==> config.mk <==
export PLATFORM = sky130hd
export DESIGN_NAME = sub_32_flat
export DESIGN_NICKNAME = d
export VERILOG_FILES = /design/src/rtl/sub_32_if.sv /design/src/rtl/sub_32.sv /design/src/flat_wrapper.sv
export SDC_FILE = /design/constraint.sdc
export NUM_CORES = 1
export LEC_CHECK = 0
export CAP_MARGIN = 20
export CORE_ASPECT_RATIO = 2
export CORE_MARGIN = 2
export CORE_UTILIZATION = 41
export CTS_CLUSTER_DIAMETER = 120
export DETAILED_ROUTE_END_ITERATION = 7
export GPL_TIMING_DRIVEN = 0
export PLACE_DENSITY = 0.82
export SYNTH_ARGS = -nofsm -noshare
export SYNTH_HDL_FRONTEND = slang
export SYNTH_SLANG_ARGS = --single-unit
==> constraint.sdc <==
create_clock -name clk -period 1.1 [get_ports clk]
set_clock_uncertainty 0.15 [all_clocks]
set_input_delay 0.33 -clock clk [delete_from_list [all_inputs] [get_ports clk]]
set_output_delay 0.33 -clock clk [all_outputs]
set_load 0.01 [all_outputs]
==> src/rtl/sub_32_if.sv <==
// sub_32_if -- operand/result bundle for the 32-bit subtractor.
// Optional macro: SUB_32_FLAGS_EN adds the zero/neg/borrow/ovf status lines.
interface sub_32_if;
  logic        in_valid;
  logic [31:0] A;
  logic [31:0] B;
  logic [31:0] R;
  logic        out_valid;
`ifdef SUB_32_FLAGS_EN
  logic        zero;
  logic        neg;
  logic        borrow;
  logic        ovf;

  modport master (output in_valid, A, B,
                  input  R, out_valid, zero, neg, borrow, ovf);
  modport slave  (input  in_valid, A, B,
                  output R, out_valid, zero, neg, borrow, ovf);
`else
  modport master (output in_valid, A, B,
                  input  R, out_valid);
  modport slave  (input  in_valid, A, B,
                  output R, out_valid);
`endif
endinterface

==> src/rtl/sub_32.sv <==
// sub_32 -- registered 32-bit subtractor, R = A + ~B + 1 over a ripple chain
// of full-adder cells, one-cycle latency, no backpressure.
// Optional macro: SUB_32_FLAGS_EN adds registered zero/neg/borrow/ovf flags.
module sub_32 (
  input  logic     clk,
  input  logic     rst_n,
  sub_32_if.slave  bus
);

  logic [31:0] nb;
  logic [31:0] diff;
  logic [31:0] r_q;
  logic        vld_q;

  assign nb = ~bus.B;

  // Ripple chain: each stage derives its carry-in from the previous cell,
  // so the carry of stage i lives in its own generate scope.
  genvar i;
  generate
    for (i = 0; i < 32; i++) begin : g_fa
      logic cin;
      if (i == 0) begin : g_c0
        assign cin = 1'b1;
      end else begin : g_cn
        assign cin = (bus.A[i-1] & nb[i-1]) |
                     (g_fa[i-1].cin & (bus.A[i-1] ^ nb[i-1]));
      end
      assign diff[i] = bus.A[i] ^ nb[i] ^ cin;
    end
  endgenerate

  // Output register: capture on valid, hold otherwise; out_valid follows in_valid.
  always_ff @(posedge clk or negedge rst_n) begin
    if (!rst_n) begin
      r_q   <= 32'd0;
      vld_q <= 1'b0;
    end else begin
      vld_q <= bus.in_valid;
      if (bus.in_valid) r_q <= diff;
    end
  end

  assign bus.R         = r_q;
  assign bus.out_valid = vld_q;

`ifdef SUB_32_FLAGS_EN
  logic cout31;
  logic zero_q, neg_q, borrow_q, ovf_q;

  // Carry-out of the top cell; its inverse is the unsigned borrow.
  assign cout31 = (bus.A[31] & nb[31]) | (g_fa[31].cin & (bus.A[31] ^ nb[31]));

  // Status flags, registered alongside R; reset reflects R == 0.
  always_ff @(posedge clk or negedge rst_n) begin
    if (!rst_n) begin
      zero_q   <= 1'b1;
      neg_q    <= 1'b0;
      borrow_q <= 1'b0;
      ovf_q    <= 1'b0;
    end else if (bus.in_valid) begin
      zero_q   <= (diff == 32'd0);
      neg_q    <= diff[31];
      borrow_q <= ~cout31;
      ovf_q    <= (bus.A[31] != bus.B[31]) && (diff[31] != bus.A[31]);
    end
  end

  assign bus.zero   = zero_q;
  assign bus.neg    = neg_q;
  assign bus.borrow = borrow_q;
  assign bus.ovf    = ovf_q;
`endif

endmodule

==> src/flat_wrapper.sv <==
// flat-port wrapper written by rule: the top's interface ports become plain ports
module sub_32_flat 
  (clk, rst_n, bus_in_valid, bus_A, bus_B, bus_R, bus_out_valid);
  sub_32_if bus_i ();
  input  logic clk;
  input  logic rst_n;
  input wire logic [$bits(bus_i.in_valid)-1:0] bus_in_valid;
  input wire logic [$bits(bus_i.A)-1:0] bus_A;
  input wire logic [$bits(bus_i.B)-1:0] bus_B;
  output wire logic [$bits(bus_i.R)-1:0] bus_R;
  output wire logic [$bits(bus_i.out_valid)-1:0] bus_out_valid;
  assign bus_i.in_valid = bus_in_valid;
  assign bus_i.A = bus_A;
  assign bus_i.B = bus_B;
  assign bus_R = bus_i.R;
  assign bus_out_valid = bus_i.out_valid;
  sub_32 u_core (.clk(clk), .rst_n(rst_n), .bus(bus_i));
endmodule
==> run_results.csv, run 1 <==
group,metric,value,unit
placed_design,gp_congestion,0.803,
timing,final-setup-viol-count,64,
layout,area_growth_syn_to_layout,65.0,%
timing,grt_setup_unrepaired,"true",
logic_synthesis,synth_edf_count,0,
critical_path,crit_top_cell,"fa_2",
power_and_ir_drop,vdd_drop_max,1.14,mV
clock_tree,clk_pin_slew,0.07,ns
route,post_drt_via_cell_ratio,4.46,
critical_path,crit_type,"in2reg",
logic_synthesis,synth_top_cell_by_area,"dfrtp_1",
power_and_ir_drop,design_power_total,4.46,mW
timing,period_share,1040,%
layout,postLayoutCellArea,3390,sq um
clock_tree,numCtsBuffers,5,
grt,gr-total-overflow,0,
critical_path,max_stage_delay,0.40,ns
grt,grt_pass1_wl,7850,um
route,drt_first_pass_iters,2,
clock_tree,clock-root-buffer,"clkbuf_8",
logic_synthesis,synth_top_area_share,40.2,%
logic_synthesis,synth_area_leaders,"dfrtp_1 40%, fa_1 29%, mux2i_1 15%",
timing,fmax,87.3,MHz
floorplan,die_width,54.0,um
floorplan,coreArea,4860,sq um
route,wl,4860,um
critical_path,worst-path-buf-inv,4,
critical_path,worstSetupStartpointType,"primary input",
floorplan,start_util,42.2,%
power_and_ir_drop,powerDensity,1320,nW/um^2
critical_path,endpoint_kind,"flip-flop",
route,ant_nets,0,
timing,tns,-169.11,ns
clock_tree,clock_latency,0.28,ns
floorplan,dieArea,5620,sq um
run_status,violations,"negative hold slack, negative setup slack",
timing,max_slew_margin,49.6,%
floorplan,chipHeight,104,um
timing,tightest_slew,0.755,ns
clock_tree,clock-sinks,33,
grt,grt_usage,19.4,%
timing,slew_violations,0,
power_and_ir_drop,p_leak,1.72,nW
logic_synthesis,synth-async-reset-ratio,100,%
placed_design,io_buffers,99,
min_path,hold_class,"in2async",
critical_path,cp.arrival,11.47,ns
floorplan,io_pins,100,
logic_synthesis,post-synth-top-count-cell,"inv_1",
timing,fin_hold_ws,-0.0332,ns
route,num_vias,1543,
grt,grt_pass1_vias,1792,
route,drc,0,
logic_synthesis,synth_common_cells,"63 x inv_1, 33 x dfrtp_1, 30 x fa_1, 30 x mux2i_1, 3 x buf_4",
timing,finalHoldViolCount,33,
grt,antenna_found_initial,0,
clock_tree,cts_tree,"built",
route,first_iter_violations,9,
layout,fillers,357,
logic_synthesis,syn_inst,164,
layout,diodes,0,
floorplan,rows,36,
logic_synthesis,ys_seq_area_share,40.2,%
route,wl_per_cell,14.0,um
clock_tree,cts.htree.levels,2,
timing,worst_slack,-10.35,ns
timing,fin_crit,11.45,ns
layout,drive_gt1_share,36.0,%
logic_synthesis,synthesis.nets,262,
logic_synthesis,yosysUniqueCellTypes,10,
critical_path,crit_fanout,1,
critical_path,crit_slowest_cell,"fa_2",
clock_tree,cts_buffer_depth,2,
logic_synthesis,synth.avg_cell_area,12.5,sq um
logic_synthesis,ys.warnings.count,0,
layout,layout.nets,387,
placed_design,dpl.hpwl,3890,um
run_status,outcome,"finished, violations left",
placed_design,place_ws,-11.18,ns
placed_design,place_area,3210,sq um
logic_synthesis,syn_area,2050,sq um
critical_path,required,1.11,ns
grt,grt_max_degree,34,
logic_synthesis,synth_flop_cell,"dfrtp_1",
logic_synthesis,synth.ff_latch_count,33,
critical_path,critical_path.top_delay_family,"adder cells",
run,drv_cap,0,
[report_power, final]
part	switching (mW)	internal [mW]	total, mW
Clock	0.419	0.496	0.915
Sequential	0.176	1.50	1.68
Combinational	0.760	1.10	1.86
Total	1.35	3.10	4.46
[area by class of cell]
class,count,area (sq um),area share (%)
timing repair buffer,118,1060,31.3
multi-input combinational,64,1050,31.1
sequential,33,826,24.4
inverter,63,244,7.20
clock buffer,7,86.3,2.55
tap,57,71.3,2.11
buffer,4,46.3,1.37
[worst register-to-register path, delay by kind of cell, from the launching register on]
family                 cells  cell delay [ns]
buffers and inverters      1             0.13
muxes                      1             0.26
DFF                        1             0.38
[layer usage]
metal  vias up  part of all wire [%]  track usage, %
met3        14                   4.2            2.87
met5         -                     0               0
met1       760                    31            18.6
met4         0                   4.6            11.1
met2        59                    60            35.9
li1        710                     -               -
[what timing repair did]
item                                   in CTS  in global routing
endpoints found under the hold margin      25                  0
pin swaps                                   1                  1
gates cloned                                0                  0
setup endpoints to repair                  65                 64
setup buffers                              10                  9
gates resized for setup                   166                  6
[logic make-up (layout without fill, tap and decap cells)]
family / after synthesis / in the layout / share of synthesized area (%)
XOR/XNOR: 1 / 1 / 1.16
adder cells (fa/ha/maj): 31 / 31 / 29.9
buffers and inverters: 67 / 192 / 12.9
flip-flops: 33 / 33 / 40.2
multiplexers: 32 / 32 / 15.9
[state kept, by name, indices dropped and copies added, names as in the netlist]
signal and count:
u_core.bus.R 32, u_core.bus.out_valid 1
[path summary, 6_finish.rpt]
| kind | slack (ns) | cells past startpoint | start | to |
|---|---|---|---|---|
| worst max-delay path | -10.35 | 37 | bus_A[0] | u_core.bus.R[31] |
| worst min register to register | 0.36 | 2 | u_core.bus.R[28] | u_core.bus.R[28] |
| worst min-delay path | -0.03 | 1 | rst_n | u_core.bus.R[25] |
| min in group clk | 0.17 | 1 | bus_in_valid | u_core.bus.out_valid |
| max in group asynchronous | 0.35 | 1 | rst_n | u_core.bus.R[13] |
| worst max register to register | 0.07 | 2 | u_core.bus.R[31] | u_core.bus.R[31] |
[layout by cell type (no fill, tap or decap)]
cell              n
xor3_1            1
buf_4            21
dlygate4sd2_1     1
dfrtp_1          33
buf_6            16
mux2i_1          30
buf_8             1
clkdlybuf4s50_1  60
inv_2             3
clkbuf_8          6
clkdlybuf4s15_2   2
buf_2            20
buf_12            1
mux2_4            2
inv_8             1
fa_2             30
inv_1            59
ha_4              1
clkbuf_1          1
[through the flow]
stage               utilization (%)  instances
global placement               66.1        320
CTS                            67.5        337
detailed placement             66.0        320
floorplan                         -        164
finish                         69.6        346
global route                   69.6        346
(Power assumes the default switching activity.)
==> run 2: changes to the inputs <==
- CORE_MARGIN: 2 -> not set
==> run_results.csv, run 2 (synthesis results as in run 1) <==
group,metric,value,unit
run_status,outcome,"finished, violations left",
run_status,violations,"negative hold slack, negative setup slack",
clock_tree,numCtsBuffers,5,
timing,period_share,1040,%
grt,antenna_found_initial,0,
critical_path,cp.arrival,11.42,ns
critical_path,worst-path-buf-inv,4,
route,wl_per_cell,13.6,um
layout,multi_input_area,1050,sq um
grt,grt_max_degree,34,
layout,diodes,0,
timing,fin_hold_ws,-0.0336,ns
grt,grt_pass1_vias,1691,
timing,max_slew_margin,50.2,%
timing,fmax,87.6,MHz
route,drc,0,
power_and_ir_drop,p_sw_share,29.9,%
floorplan,rows,36,
grt,grt_usage,19.7,%
min_path,hold_class,"in2async",
power_and_ir_drop,combPwrFrac,40.9,%
clock_tree,clk_pin_slew,0.07,ns
power_and_ir_drop,clkPwrFrac,21.9,%
floorplan,coreArea,4820,sq um
run,drv_cap,0,
timing,slew_violations,0,
layout,regArea,826,sq um
layout,area_growth_syn_to_layout,65.3,%
route,wl,4680,um
critical_path,crit_fanout,1,
timing,worst_slack,-10.31,ns
timing,grt_setup_unrepaired,"true",
route,highest_layer,"met4",
placed_design,io_buffers,99,
timing,final-setup-viol-count,64,
clock_tree,clock-root-buffer,"clkbuf_8",
critical_path,crit_type,"in2reg",
power_and_ir_drop,powerDensity,1320,nW/um^2
clock_tree,clock-sinks,33,
floorplan,io_pins,100,
layout,fillers,359,
layout,postLayoutCellArea,3390,sq um
layout,drive_gt1_share,36.1,%
layout,layout_common_cells,"60 x clkdlybuf4s50_1, 59 x inv_1, 33 x dfrtp_1",
clock_tree,cts_tree,"built",
grt,gr-total-overflow,0,
floorplan,start_util,42.6,%
route,ant_nets,0,
critical_path,crit_top_cell,"fa_2",
route,first_iter_violations,8,
layout,largest_reg_flops,32,
critical_path,required,1.11,ns
route,met3_wirelength,186,um
clock_tree,cts_buffer_depth,2,
power_and_ir_drop,pwr-share-seq,37.3,%
critical_path,worstSetupStartpointType,"primary input",
floorplan,dieArea,5310,sq um
critical_path,critPathLaunch,"bus_A[0]",
placed_design,gp_congestion,0.785,
placed_design,place_area,3210,sq um
clock_tree,clock_latency,0.27,ns
critical_path,endpoint_kind,"flip-flop",
timing,tightest_slew,0.747,ns
timing,finalHoldViolCount,33,
power_and_ir_drop,p_int,3.14,mW
placed_design,dpl.hpwl,3830,um
timing,fin_crit,11.41,ns
grt,grt_pass1_wl,7380,um
critical_path,crit_slowest_cell,"fa_2",
floorplan,die_width,52.0,um
power_and_ir_drop,power.switching,1.34,mW
route,drt_first_pass_iters,3,
critical_path,max_stage_delay,0.37,ns
power_and_ir_drop,vdd_drop_max,0.994,mV
route,num_vias,1531,
route,wl_met2,2910,um
layout,layout_commonest_cell,"clkdlybuf4s50_1",
power_and_ir_drop,p_leak,1.73,nW
critical_path,r2r_start,"u_core.bus.R[16]",
critical_path,critical_path.top_delay_family,"adder cells",
layout,layout.nets,385,
floorplan,chipHeight,102,um
route,post_drt_via_cell_ratio,4.44,
clock_tree,cts.htree.levels,2,
route,wl_met1,1450,um
## run 2: cell types whose count changed in the layout (fill, tap and decap cells not counted)
cell / before / now
buf_2: 20 / 22
clkbuf_8: 6 / 7
buf_6: 16 / 15
clkdlybuf4s15_2: 2 / 0
buf_4: 21 / 18
clkbuf_1: 1 / 0
clkbuf_2: 0 / 1
bufbuf_16: 0 / 1
clkinv_2: 0 / 1
## run 2: final cells by class
type | instances | share of cell area (%)
Multi-Input combinational cell | 64 | 31.1
Timing Repair Buffer | 116 | 30.9
Sequential cell | 33 | 24.3
Inverter | 63 | 7.19
Clock buffer | 7 | 2.84
Tap cell | 57 | 2.10
Buffer | 4 | 1.36
Clock inverter | 1 | 0.147
## run 2: worst reg2reg max path, stage by stage, from the launching register on
cell     delay, ns
dfrtp_1       0.39
buf_4         0.13
mux2_4        0.25
## run 2: per-layer routing
layer	global-route usage (%)	vias to the layer above
met5	0	-
met4	9.36	0
met3	3.27	8
met2	38.9	50
met1	18.0	762
li1	-	711
## run 2: final timing paths
path,slack [ns],depth (start not counted),endpoint
setup / recovery,-10.31,37,u_core.bus.R[31]
hold / removal,-0.03,1,u_core.bus.R[24]
setup reg to reg,0.06,2,u_core.bus.R[16]
hold reg to reg,0.36,2,u_core.bus.R[28]
max in group asynchronous,0.35,1,u_core.bus.R[7]
min in group clk,0.17,1,u_core.bus.out_valid
## run 2: power groups by stage
stage / Sequential [mW] / Clock, mW / Combinational (mW)
final: 1.67 / 0.981 / 1.83
after CTS: 1.66 / 1.02 / 1.79
after detailed placement: 1.68 / 0 / 1.79
after global routing: 1.70 / 1.07 / 2.02
after global placement: 1.67 / 0 / 1.72
after floorplan: 1.81 / 0 / 0.575
## run 2: metrics by stage
| step | util [%] | cells | total power, mW | worst slack [ns] | setup TNS (ns) |
|---|---|---|---|---|---|
| after floorplan | - | 164 | 2.39 | -10.22 | -163.95 |
| after global placement | 66.7 | 320 | 3.39 | -11.08 | -233.54 |
| after detailed placement | 66.6 | 320 | 3.47 | -11.14 | -198.11 |
| after CTS | 69.4 | 341 | 4.46 | -10.35 | -169.61 |
| after global routing | 70.4 | 345 | 4.79 | -10.56 | -174.02 |
| final | 70.4 | 345 | 4.48 | -10.31 | -168.59 |
## run 2: timing repair
action | in CTS | in global routing
cloned | 1 | 0
resized for setup | 167 | 5
endpoints found under the setup margin | 65 | 64
pin swaps | 2 | 1
setup buffers | 12 | 4
hold endpoints to repair | 21 | 0
